### src/rtl/fft2d_sequencer_if.sv
// Control bundle between the 2D FFT sequencer (master) and its environment (slave):
// start/direction/transposer status in, FFT command, row address and transposer controls out.
interface fft2d_sequencer_if #(
  parameter int ROW_AW = 5
);
  logic              start;
  logic              inverse;
  logic              done_transpose;
  logic              exts_busy;
  logic              done;
  logic [5:0]        f_unified_command;
  logic [ROW_AW-1:0] present_ram_row;
  logic              pass_id;
  logic              transposer_reset;
  logic              do_transpose;
  logic              do_bitreversing;
  logic              error;

  modport master (
    input  start, inverse, done_transpose,
    output exts_busy, done, f_unified_command, present_ram_row, pass_id,
           transposer_reset, do_transpose, do_bitreversing, error
  );

  modport slave (
    output start, inverse, done_transpose,
    input  exts_busy, done, f_unified_command, present_ram_row, pass_id,
           transposer_reset, do_transpose, do_bitreversing, error
  );
endinterface

### src/rtl/fft2d_sequencer.sv
// Sequences row FFT pass, transpose, column FFT pass; all outputs registered alongside the state.
// Optional macro FFT2D_SEQ_TIMEOUT_EN adds a transpose watchdog driving the sticky error flag.
module fft2d_sequencer #(
  parameter int NUM_ROWS       = 32,
  parameter int ROW_CYCLES     = 1543,
  parameter int ROW_AW         = 5,
  parameter int CNT_W          = 16,
  parameter int TIMEOUT_CYCLES = 4096
) (
  input  logic               extc_base_clock,
  input  logic               extc_sync_reset,
  fft2d_sequencer_if.master  bus
);
  typedef enum logic [2:0] {S_IDLE, S_PASS1, S_XPOSE, S_PASS2, S_FINISH} state_t;

  localparam logic [5:0]        CMD_LOAD = 6'b10_0000;
  localparam logic [CNT_W-1:0]  CNT_LAST = CNT_W'(ROW_CYCLES - 1);
  localparam logic [CNT_W-1:0]  CNT_PRE  = CNT_W'(ROW_CYCLES - 2);
  localparam logic [ROW_AW-1:0] ROW_LAST = ROW_AW'(NUM_ROWS - 1);

  state_t            r_state;
  logic [CNT_W-1:0]  r_cnt;
  logic [ROW_AW-1:0] r_row;
  logic              r_inv;
  logic [5:0]        r_cmd;
  logic              r_busy;
  logic              r_done;
  logic              r_pass;
  logic              r_xrst;
  logic              r_xdo;
  logic [5:0]        w_run_cmd;
`ifdef FFT2D_SEQ_TIMEOUT_EN
  localparam logic [CNT_W-1:0] TMO_LAST = CNT_W'(TIMEOUT_CYCLES - 1);
  logic [CNT_W-1:0]  r_tcnt;
  logic              r_err;
`endif

  assign w_run_cmd = {2'b01, 3'b001, r_inv};

  always_ff @(posedge extc_base_clock) begin
    if (extc_sync_reset) begin
      r_state <= S_IDLE;
      r_cnt   <= '0;
      r_row   <= '0;
      r_inv   <= 1'b0;
      r_cmd   <= CMD_LOAD;
      r_busy  <= 1'b0;
      r_done  <= 1'b0;
      r_pass  <= 1'b0;
      r_xrst  <= 1'b1;
      r_xdo   <= 1'b0;
`ifdef FFT2D_SEQ_TIMEOUT_EN
      r_tcnt  <= '0;
      r_err   <= 1'b0;
`endif
    end else begin
      r_done <= 1'b0;
      case (r_state)
        S_IDLE: begin
          if (bus.start) begin
            r_state <= S_PASS1;
            r_inv   <= bus.inverse;
            r_cmd   <= {2'b01, 3'b001, bus.inverse};
            r_busy  <= 1'b1;
`ifdef FFT2D_SEQ_TIMEOUT_EN
            r_err   <= 1'b0;
`endif
          end
        end
        S_PASS1, S_PASS2: begin
          if (r_cnt == CNT_LAST) begin
            r_cnt <= '0;
            if (r_row == ROW_LAST) begin
              r_row <= '0;
              r_cmd <= CMD_LOAD;
              if (r_state == S_PASS1) begin
                r_state <= S_XPOSE;
                r_xrst  <= 1'b0;
                r_xdo   <= 1'b1;
`ifdef FFT2D_SEQ_TIMEOUT_EN
                r_tcnt  <= '0;
`endif
              end else begin
                r_state <= S_FINISH;
                r_busy  <= 1'b0;
                r_done  <= 1'b1;
              end
            end else begin
              r_row <= r_row + 1'b1;
              r_cmd <= w_run_cmd;
            end
          end else begin
            // Load is presented on the final cycle of each row, so it is staged one count early.
            r_cnt <= r_cnt + 1'b1;
            r_cmd <= (r_cnt == CNT_PRE) ? CMD_LOAD : w_run_cmd;
          end
        end
        S_XPOSE: begin
          if (bus.done_transpose) begin
            r_state <= S_PASS2;
            r_pass  <= 1'b1;
            r_xrst  <= 1'b1;
            r_xdo   <= 1'b0;
            r_cmd   <= w_run_cmd;
          end
`ifdef FFT2D_SEQ_TIMEOUT_EN
          else if (r_tcnt == TMO_LAST) begin
            r_state <= S_IDLE;
            r_err   <= 1'b1;
            r_xrst  <= 1'b1;
            r_xdo   <= 1'b0;
            r_busy  <= 1'b0;
          end else begin
            r_tcnt <= r_tcnt + 1'b1;
          end
`endif
        end
        S_FINISH: begin
          r_state <= S_IDLE;
          r_pass  <= 1'b0;
        end
        default: r_state <= S_IDLE;
      endcase
    end
  end

  assign bus.exts_busy         = r_busy;
  assign bus.done              = r_done;
  assign bus.f_unified_command = r_cmd;
  assign bus.present_ram_row   = r_row;
  assign bus.pass_id           = r_pass;
  assign bus.transposer_reset  = r_xrst;
  assign bus.do_transpose      = r_xdo;
  assign bus.do_bitreversing   = 1'b1;
`ifdef FFT2D_SEQ_TIMEOUT_EN
  assign bus.error             = r_err;
`else
  assign bus.error             = 1'b0 & (TIMEOUT_CYCLES > 0);
`endif
endmodule

### src/flat_wrapper.sv
// flat-port wrapper written by rule: the top's interface ports become plain ports
module fft2d_sequencer_flat 
#(
  parameter int NUM_ROWS       = 32,
  parameter int ROW_CYCLES     = 1543,
  parameter int ROW_AW         = 5,
  parameter int CNT_W          = 16,
  parameter int TIMEOUT_CYCLES = 4096
)
  (extc_base_clock, extc_sync_reset, bus_start, bus_inverse, bus_done_transpose, bus_exts_busy, bus_done, bus_f_unified_command, bus_present_ram_row, bus_pass_id, bus_transposer_reset, bus_do_transpose, bus_do_bitreversing, bus_error);
  fft2d_sequencer_if #(.ROW_AW(ROW_AW)) bus_i ();
  input  logic extc_base_clock;
  input  logic extc_sync_reset;
  input wire logic [$bits(bus_i.start)-1:0] bus_start;
  input wire logic [$bits(bus_i.inverse)-1:0] bus_inverse;
  input wire logic [$bits(bus_i.done_transpose)-1:0] bus_done_transpose;
  output wire logic [$bits(bus_i.exts_busy)-1:0] bus_exts_busy;
  output wire logic [$bits(bus_i.done)-1:0] bus_done;
  output wire logic [$bits(bus_i.f_unified_command)-1:0] bus_f_unified_command;
  output wire logic [$bits(bus_i.present_ram_row)-1:0] bus_present_ram_row;
  output wire logic [$bits(bus_i.pass_id)-1:0] bus_pass_id;
  output wire logic [$bits(bus_i.transposer_reset)-1:0] bus_transposer_reset;
  output wire logic [$bits(bus_i.do_transpose)-1:0] bus_do_transpose;
  output wire logic [$bits(bus_i.do_bitreversing)-1:0] bus_do_bitreversing;
  output wire logic [$bits(bus_i.error)-1:0] bus_error;
  assign bus_i.start = bus_start;
  assign bus_i.inverse = bus_inverse;
  assign bus_i.done_transpose = bus_done_transpose;
  assign bus_exts_busy = bus_i.exts_busy;
  assign bus_done = bus_i.done;
  assign bus_f_unified_command = bus_i.f_unified_command;
  assign bus_present_ram_row = bus_i.present_ram_row;
  assign bus_pass_id = bus_i.pass_id;
  assign bus_transposer_reset = bus_i.transposer_reset;
  assign bus_do_transpose = bus_i.do_transpose;
  assign bus_do_bitreversing = bus_i.do_bitreversing;
  assign bus_error = bus_i.error;
  fft2d_sequencer #(.NUM_ROWS(NUM_ROWS), .ROW_CYCLES(ROW_CYCLES), .ROW_AW(ROW_AW), .CNT_W(CNT_W), .TIMEOUT_CYCLES(TIMEOUT_CYCLES)) u_core (.extc_base_clock(extc_base_clock), .extc_sync_reset(extc_sync_reset), .bus(bus_i));
endmodule
### config.mk
export PLATFORM = sky130hd
export DESIGN_NAME = fft2d_sequencer_flat
export DESIGN_NICKNAME = d
export VERILOG_FILES = /design/src/rtl/fft2d_sequencer_if.sv /design/src/rtl/fft2d_sequencer.sv /design/src/flat_wrapper.sv
export SDC_FILE = /design/constraint.sdc
export NUM_CORES = 1
export LEC_CHECK = 0
export CORE_ASPECT_RATIO = 0.7
export CORE_MARGIN = 4
export CORE_UTILIZATION = 60
export CTS_BUF_LIST = sky130_fd_sc_hd__clkbuf_4
export DETAILED_ROUTE_END_ITERATION = 7
export DONT_BUFFER_PORTS = 1
export PLACE_DENSITY = 0.76
export SYNTH_ARGS = -nofsm -noshare
export SYNTH_HDL_FRONTEND = slang
export SYNTH_SLANG_ARGS = --single-unit
### constraint.sdc
create_clock -name extc_base_clock -period 2.55 [get_ports extc_base_clock]
set_clock_uncertainty 0.05 [all_clocks]
set_input_delay 0.3825 -clock extc_base_clock [delete_from_list [all_inputs] [get_ports extc_base_clock]]
set_output_delay 0.3825 -clock extc_base_clock [all_outputs]
set_load 0.02 [all_outputs]
==> results_dict.tcl <==
set metrics [dict create \
    end_kind "flip-flop" \
    cts_tree "built" \
    num-fill-cells 209 \
    gp_congestion 0.892 \
    initial_core_util_pct 64.8 \
    cts_htree_levels 2 \
    power_density_nw_per_um2 532 \
    cap_violations 0 \
    synthArstFlopShare_pct 0 \
    tightest_slew_ns 0.667 \
    status "completed" \
    syn-cell-area_um2 1640 \
    die_h_um 51.8 \
    dr.pass1.iters 4 \
    crit_path_start_kind "flip-flop" \
    cp_data_arrival_time_ns 2.28 \
    p_clk_share_pct 31.6 \
    clk_pin_slew_ns 0.09 \
    synth-seq-cells 33 \
    sequentialPowerShare_pct 61.9 \
    synth_top_area_share_pct 40.2 \
    setup_violations 0 \
    period_share_pct 82.2 \
    fin_tns_setup_ns 0 \
    drtAntennaViolNets 0 \
    ctsRootBufferMaster "clkbuf_4" \
    coreArea_um2 2530 \
    swShare_pct 26.2 \
    cp_common_cell "ha_1" \
    post_cts_resized 0 \
    die_area_um2 3650 \
    rows 15 \
    worstHoldPathType "primary input to flip-flop" \
    ir_drop_v 0.000320 \
    crit_slowest_cell "dfxtp_1" \
    dp_hpwl_um 2380 \
    hold_buffers 0 \
    diodes 0 \
    synth_top_cell_by_area "dfxtp_1" \
    overflow 0 \
    routed-via-count 1338 \
    path_cells "ha_1 > and3_1 > ha_1 > mux2i_1 > nor3_1 > or3_1" \
    ys.warnings.count 0 \
    area_delta_synth_final_pct 1.68 \
    intPower_mw 0.655 \
    fin_util_pct 65.9 \
    leakage_nw 0.557 \
    clockBufferDepth 2 \
    cts_setup_buffers 0 \
    antenna_found_initial 0 \
    place.port_buffers 0 \
    clock-sinks 33 \
    ys_types 41 \
    wire_per_inst_um 14.9 \
    grt_pass1_wl_um 5770 \
    cpPeakStageDelay_ns 0.43 \
    worstPathRequired_ns 2.73 \
    pwr-share-comb_pct 6.5 \
    p_sw_mw 0.233 \
    yosys_most_used_dff "dfxtp_1" \
    via_per_inst 6.05 \
    cts-buffers-inserted 5 \
    dieWidth_um 70.5 \
    rsz0062_at_grt "no" \
    max_freq_mhz 477 \
    path_class "flip-flop to flip-flop" \
    hold_violations 0 \
    syn_avg_cell_area_um2 8.59 \
    yosysSeqAreaShare_pct 40.2 \
    grt_max_degree 16 \
    period_minus_slack_ns 2.10 \
    synth_cells 191 \
    clk-insertion-delay-late_ns 0.35 \
    drc 0 \
    final_net_count 197 \
    grt_usage_pct 20.7 \
    crit_family "simple AND/OR/NAND/NOR gates" \
    layout-drive-gt1-share_pct 7.49 \
    synthTopCellsByArea "dfxtp_1 (40%), xnor2_1 (5.3%), nor2_1 (4.8%)" \
    worst-path-buf-inv 0 \
    wl_um 3300 \
    drt-initial-drc-count 106 \
    crit_fanout 11 \
    relSlewSlack_pct 55.4 \
    grt_pass1_vias 1253 \
    ioPinCount 23 \
    slew_violations 0 \
    synth_edf_count 0 \
]
-- power by group through the flow --
stage / registers (mW) / logic (mW) / clock network [mW]
floorplan: 0.553 / 0.0635 / 0
detailed placement: 0.562 / 0.0569 / 0
CTS: 0.550 / 0.0570 / 0.289
global placement: 0.561 / 0.0558 / 0
global route: 0.552 / 0.0654 / 0.311
finish: 0.550 / 0.0578 / 0.281
-- final timing paths --
path | cells after the start | from | to | slack (ns)
setup / recovery | 6 | u_core.bus.present_ram_row[0] | u_core.bus.f_unified_command[5] | 0.45
hold / removal | 1 | extc_sync_reset | u_core.r_inv | 0.05
setup reg to reg | 6 | u_core.bus.present_ram_row[0] | u_core.bus.f_unified_command[5] | 0.45
hold reg to reg | 2 | u_core.r_cnt[1] | u_core.r_cnt[1] | 0.47
-- cells in the final DEF (no fill, tap or decap), types with 3 or more instances in the layout --
cell      Yosys  layout
nor4_1        3       3
dfxtp_1      33      33
ha_1          5       5
clkbuf_4      0       6
inv_1        10      10
nand2_1       7       7
nor3_1        8       8
o31ai_1       3       3
o21ai_0       3       3
nand3_1      10      10
conb_1        2       4
nor2_1       21      21
o21ai_1       6       6
nand4_1       7       7
a21oi_1      14      14
xnor2_1      10      10
-- synth_stat cells (3+ instances only) --
library cell and n:
o21ai_1 6, nand2_1 7, clkbuf_1 5, dfxtp_1 33, nor2_1 21, ha_1 5, o21ai_0 3, buf_4 5
a21oi_1 14, buf_2 3, nand4_1 7, inv_1 10, xnor2_1 10, nor4_1 3, nand3_1 10, o31ai_1 3
nor3_1 8
-- final cells by class --
type                       instances  area, µm²  share of cell area (%)
inverter                          10       37.5                    2.25
sequential                        33        661                    39.6
multi-input combinational        137        880                    52.7
clock inverter                     1       3.75                   0.225
clock buffer                       6       45.0                    2.70
tap                               34       42.5                    2.55
-- per-layer routing --
metal / track usage (%) / part of all wire [%] / vias up
met1: 25.7 / 46 / 618
met5: 0 / 0 / -
met4: 15.0 / 2.2 / 0
met2: 30.1 / 42 / 54
li1: - / - / 658
met3: 6.76 / 9.2 / 8
-- cells by family after synthesis --
kind of cell	share of synthesized area (%)
compound gates	14.2
xor+xnor	6.40
fa+ha+maj	3.81
buf+inv	6.63
flops	40.2
mux	1.22
other cells	0.457
simple gates	27.1
-- sequential cells by signal, summed over array words and instances (netlist names) --
register and flops:
u_core.r_state 3, u_core.bus.pass_id 1, u_core.bus.present_ram_row 5, u_core.bus.f_unified_command 3
u_core.bus.done 1, u_core.bus.transposer_reset 1, u_core.r_inv 1, u_core.bus.do_transpose 1
u_core.bus.exts_busy 1, u_core.r_cnt 16
-- metrics by stage --
stage               hold WS (ns)  cells  setup slack, ns  total power, mW  area [µm²]
finish                    0.0512    221            0.453            0.888        1670
global route              0.0188    221            0.343            0.929        1670
CTS                       0.0320    221            0.463            0.896        1670
detailed placement         0.407    214            0.499            0.619        1620
global placement           0.406    214            0.603            0.616        1620
floorplan                  0.405    193            0.642            0.616        1650
-- worst reg2reg max path, stage by stage, from the launching register on --
cell     delay, ns
dfxtp_1       0.43
ha_1          0.28
and3_1        0.20
ha_1          0.31
mux2i_1       0.26
nor3_1        0.09
or3_1         0.38
No activity file was read; power rests on OpenSTA's default activity.
